==> config.mk <==
export PLATFORM = sky130hd
export DESIGN_NAME = core_seq
export DESIGN_NICKNAME = d
export VERILOG_FILES = /design/src/rtl/core_seq.sv
export SDC_FILE = /design/constraint.sdc
export NUM_CORES = 1
export LEC_CHECK = 0
export BUFFER_PORTS_ARGS = -buffer_cell sky130_fd_sc_hd__buf_4
export CORE_MARGIN = 2
export CORE_UTILIZATION = 35
export DETAILED_ROUTE_END_ITERATION = 10
export GPL_TIMING_DRIVEN = 0
export MAX_ROUTING_LAYER = met4
export PLACE_DENSITY = 0.57
export SYNTH_ARGS = -nofsm -noshare
export SYNTH_HDL_FRONTEND = slang
export SYNTH_SLANG_ARGS = --single-unit
==> constraint.sdc <==
create_clock -name clk -period 3.2 [get_ports clk]
set_input_delay 0.64 -clock clk [delete_from_list [all_inputs] [get_ports clk]]
set_output_delay 0.64 -clock clk [all_outputs]
set_load 0.01 [all_outputs]
==> src/rtl/core_seq.sv <==
// core_seq: sequences one conv tile through weight load, activation execute, psum drain and accumulate.
// Every inst field is registered and reflects the state occupied during the previous cycle.
module core_seq #(
   parameter int row      = 8,
   parameter int col      = 8,
   parameter int KIJ      = 9,
   parameter int LEN_NIJ  = 36,
   parameter int LEN_ONIJ = 16,
   parameter int W_BASE   = 0,
   parameter int A_BASE   = 1024,
   parameter int P_BASE   = 0
) (
   input  logic        clk,
   input  logic        reset,
   input  logic        start,
   input  logic        ofifo_valid,
   output logic [34:0] inst,
   output logic        busy,
   output logic        out_valid,
   output logic        done
);
   typedef enum logic [3:0] {IDLE, W_L0, W_LOAD, W_WAIT, A_L0, EXEC, E_WAIT, DRAIN, ACC, FIN} state_t;
   localparam logic [34:0] IDLE_INST = 35'h1_800C_0000;
   state_t      state;
   logic [31:0] cnt;
   logic [31:0] kij;
   logic [31:0] o;
   logic [31:0] k;
   logic        relu_d;
   always_ff @(posedge clk) begin
      if (!reset) begin
         state     <= IDLE;
         cnt       <= '0;
         kij       <= '0;
         o         <= '0;
         k         <= '0;
         inst      <= IDLE_INST;
         busy      <= 1'b0;
         out_valid <= 1'b0;
         done      <= 1'b0;
         relu_d    <= 1'b0;
      end else begin
         inst      <= IDLE_INST;
         done      <= 1'b0;
         relu_d    <= inst[34];
         out_valid <= relu_d;
         case (state)
            IDLE: if (start) begin
               state <= W_L0;
               cnt   <= '0;
               kij   <= '0;
               o     <= '0;
               k     <= '0;
               busy  <= 1'b1;
            end
            W_L0: begin
               // l0 write trails the xmem read by one cycle to cover SRAM read latency
               inst[19]   <= cnt >= col;
               inst[17:7] <= cnt < col ? 11'(W_BASE + kij * col + cnt) : 11'd0;
               inst[2]    <= cnt != 0;
               if (cnt == col) begin
                  state <= W_LOAD;
                  cnt   <= '0;
               end else cnt <= cnt + 1;
            end
            W_LOAD: begin
               inst[3] <= 1'b1;
               inst[0] <= 1'b1;
               if (cnt == col - 1) begin
                  state <= W_WAIT;
                  cnt   <= '0;
               end else cnt <= cnt + 1;
            end
            W_WAIT: if (cnt == row + col - 1) begin
               state <= A_L0;
               cnt   <= '0;
            end else cnt <= cnt + 1;
            A_L0: begin
               inst[19]   <= cnt >= LEN_NIJ;
               inst[17:7] <= cnt < LEN_NIJ ? 11'(A_BASE + cnt) : 11'd0;
               inst[2]    <= cnt != 0;
               if (cnt == LEN_NIJ) begin
                  state <= EXEC;
                  cnt   <= '0;
               end else cnt <= cnt + 1;
            end
            EXEC: begin
               inst[3] <= 1'b1;
               inst[1] <= 1'b1;
               if (cnt == LEN_NIJ - 1) begin
                  state <= E_WAIT;
                  cnt   <= '0;
               end else cnt <= cnt + 1;
            end
            E_WAIT: if (cnt == row + col - 1) begin
               state <= DRAIN;
               cnt   <= '0;
            end else cnt <= cnt + 1;
            DRAIN: if (ofifo_valid) begin
               inst[6]     <= 1'b1;
               inst[32]    <= 1'b0;
               inst[31]    <= 1'b0;
               inst[30:20] <= 11'(P_BASE + kij * LEN_NIJ + cnt);
               cnt         <= cnt + 1;
               if (cnt == LEN_NIJ - 1) begin
                  cnt <= '0;
                  if (kij == KIJ - 1) state <= ACC;
                  else begin
                     kij   <= kij + 1;
                     state <= W_L0;
                  end
               end
            end
            ACC: begin
               // kernel position is the inner loop so relu lands on the last partial sum of each output
               inst[34]    <= k == KIJ - 1;
               inst[33]    <= 1'b1;
               inst[32]    <= 1'b0;
               inst[30:20] <= 11'(P_BASE + k * LEN_NIJ + o);
               k           <= k == KIJ - 1 ? '0 : k + 1;
               if (k == KIJ - 1) begin
                  o <= o + 1;
                  if (o == LEN_ONIJ - 1) begin
                     o     <= '0;
                     state <= FIN;
                     cnt   <= '0;
                  end
               end
            end
            FIN: if (cnt == 1) begin
               state <= IDLE;
               cnt   <= '0;
               busy  <= 1'b0;
               done  <= 1'b1;
            end else cnt <= cnt + 1;
            default: state <= IDLE;
         endcase
      end
   end
endmodule

==> flow_summary.toml <==
[status]
status = "completed"

[clocking]
cts_max_path_buffers = 2
clockRootBuffer = "clkbuf_16"
hold_buffers = 0
cts_buffers = 17
htreeDepth = 4
cts_tree = "done"
insertion_delay_ps = 440
numClockSinks = 168
path_clk_slew_ps = 70

[critical_path]
path_cells = "ha_1 -> ha_1 -> inv_1 -> fa_1 -> xnor2_1 -> ha_1 -> or2_2 -> a21oi_1 -> a21oi_1 -> xnor2_1 -> o22ai_1"
crit_buf_inv = 1
r2r_cells = 11
cp.depth = 11
crit_path_frequent_cell = "ha_1"
start_kind = "flip-flop"
slowest_delay_ps = 400
worstPathMaxFanout = 7
worstSetupEndpointType = "flip-flop"
crit_path_top_delay_cell = "dfxtp_1"
criticalPathCategory = "flip-flop to flip-flop"
cp_top_family = "adder cells"
worstPathArrival_ps = 3320
cp.required_ps = 3490

[layout]
multiInputGateArea_mm2 = 0.005782
seq_area_mm2 = 0.003364
synthToLayoutAreaGrowth_pct = 13.90
nets = 1282
final_cells = 1578
fillers = 2776
drive_gt1_share_pct = 9.297
diodes = 0

[pwr]
share_seq_of_total_power_pct = 43.3
internal_power_mw = 3.406
power_density_mw_per_mm2 = 458.2
finalPower_mw = 4.985
switching_share_pct = 31.67
peakVddDrop_v = 0.0003393
power_frac_clock_pct = 39.6
p_switching_mw = 1.579
leakage_nw = 4.029
pwr-share-comb_pct = 17.1

[detailed_routing]
drc_errors = 0
ant_nets = 0
drt_iter0_drc = 503
wl_per_cell_um = 16.00
wl_um = 25250
vias_per_cell = 5.390
drtPass1Iterations = 5
vias = 8506

[yosys]
synth-main-ff-cell = "dfxtp_1"
syn_area_mm2 = 0.009553
ys_warn_count = 0
synth-edff-count = 0
ys_seq_area_share_pct = 35.21
syn_inst = 1163
syn-mean-instance-area_um2 = 8.214
ys_async_sr_fraction_pct = 0
synth_seq_cells = 168
synth.distinct_cells = 72

[sta]
maxSlewViolCount = 0
relSlewSlack_pct = 53.10
min_period_ps = 3037
whs_ps = 437.5
hold_violations = 0
rsz0062_at_grt = "no"
max_freq_mhz = 329.3
clock_skew_ps = 13.00
finalSetupViolCount = 0
finalCritPeriodShare_pct = 94.90
timing.final.ws_setup_ps = 163.1
tns_ps = 0
tightest_slew_ps = 697.1

[floorplanning]
rows = 60
start_util_pct = 35.54
die_h_um = 169.2
dieArea_mm2 = 0.02863
fp.coreArea_mm2 = 0.02688
io_pins = 42
die_w_um = 169.2

[hold_path]
worst_hold_path_type = "flip-flop to flip-flop"
holdPathStages = 1

[global_routing]
grt_overflow = 0
grt_pass1_vias = 7851
grt_max_degree = 17
grt_pass1_wl_um = 41140
track_usage_pct = 18.33
antenna_found_initial = 0

[placement]
placed_cells = 1542
place.port_buffers = 37
detailedPlacementHpwl_um = 18280
pre_cts_slack_ps = -326.2
place.gp.congestion = 0.8783

[run]
maxCapViolCount = 0
==> routing by layer <==
| layer | global-route usage [%] | wire length (µm) |
|---|---|---|
| met1 | 24.69 | 12350 |
| met2 | 28.64 | 11380 |
| met3 | 2.612 | 958 |
| met4 | 5.463 | 556 |
| met5 | - | 0 |
==> layout by cell type (no fill, tap or decap), drive strengths merged, types with 10 or more instances in the layout <==
cell type,Yosys,final
buf,13,54
xor2,43,43
nor3,40,40
o21ai,55,55
a21o,11,11
dfxtp,168,168
or4,18,18
or3,24,24
nand3,46,46
nor2,154,154
xnor2,59,59
and4,11,11
and3,32,32
inv,49,55
a31oi,10,10
ha,49,49
nor4,29,29
a21oi,66,66
nand4,53,53
clkbuf,43,61
and2,12,12
nand2,79,79
==> logic make-up after synthesis <==
family,synth area share (%)
AO/OA/AOI/OAI,13.16
buffers and inverters,4.545
other,0.07861
adder cells (fa/ha/maj),7.466
flip-flops,35.21
multiplexers,0.2096
AND/OR/NAND/NOR,29.98
XOR/XNOR,9.352
==> per-stage QoR <==
stage | cell area [µm²] | utilization (%)
final | 10880 | 40.48
after global routing | 10880 | 40.48
after CTS | 10820 | 40.27
after detailed placement | 10260 | 38.18
after global placement | 10260 | 38.18
after floorplan | 9557 | -
==> state kept, by name, summed over array words and instances, names as in the netlist <==
register and count:
busy 1, cnt 32, done 1, inst 32
k 32, kij 32, o 32, out_valid 1
relu_d 1, state 4
==> cell type report <==
cell class | instances | share of cell area, %
Sequential cell | 168 | 30.92
Clock inverter | 14 | 1.069
Multi-Input combinational cell | 890 | 53.14
Buffer | 56 | 2.300
Inverter | 50 | 1.725
Timing Repair Buffer | 41 | 2.978
Clock buffer | 18 | 3.944
Tap cell | 341 | 3.921
==> power by group through the flow <==
stage	clock, mW	combinational (mW)	sequential [mW]
final	1.98	0.850	2.16
after global routing	2.11	0.926	2.16
after CTS	2.01	0.779	2.16
after detailed placement	0	0.773	2.21
after global placement	0	0.774	2.20
after floorplan	0	0.518	2.21
==> path summary, 6_finish.rpt <==
check | start | to | slack [ps]
worst max-delay path | kij[4] | inst[30] | 160
worst min register to register | relu_d | out_valid | 440
worst max register to register | kij[4] | inst[30] | 160
worst min-delay path | relu_d | out_valid | 440
==> synthesized netlist by cell type, drive strengths merged, types with 8 or more instances <==
| cell type | number | area share (%) |
|---|---|---|
| a21o | 11 | 0.86 |
| a21oi | 66 | 3.5 |
| a31oi | 10 | 0.65 |
| and2 | 12 | 0.79 |
| and3 | 32 | 2.1 |
| and4 | 11 | 1.0 |
| buf | 13 | 0.88 |
| clkbuf | 43 | 1.7 |
| dfxtp | 168 | 35 |
| ha | 49 | 6.4 |
| inv | 49 | 1.9 |
| nand2 | 79 | 3.2 |
| nand3 | 46 | 2.7 |
| nand4 | 53 | 3.8 |
| nor2 | 154 | 6.2 |
| nor3 | 40 | 2.1 |
| nor4 | 29 | 2.2 |
| o211ai | 8 | 0.63 |
| o21ai | 55 | 3.0 |
| o22ai | 8 | 0.52 |
| o31ai | 8 | 0.68 |
| or3 | 24 | 1.6 |
| or4 | 18 | 1.5 |
| xnor2 | 59 | 5.4 |
| xor2 | 43 | 3.9 |
==> what timing repair did <==
| action | 4_1_cts | 5_1_grt |
|---|---|---|
| gates resized for setup | 1 | 12 |
| pin swaps | 1 | 3 |
| cloned | 0 | 0 |
| setup buffers | 1 | 3 |
| setup endpoints to repair | 33 | 43 |
Power figures use the tool's default switching activity.
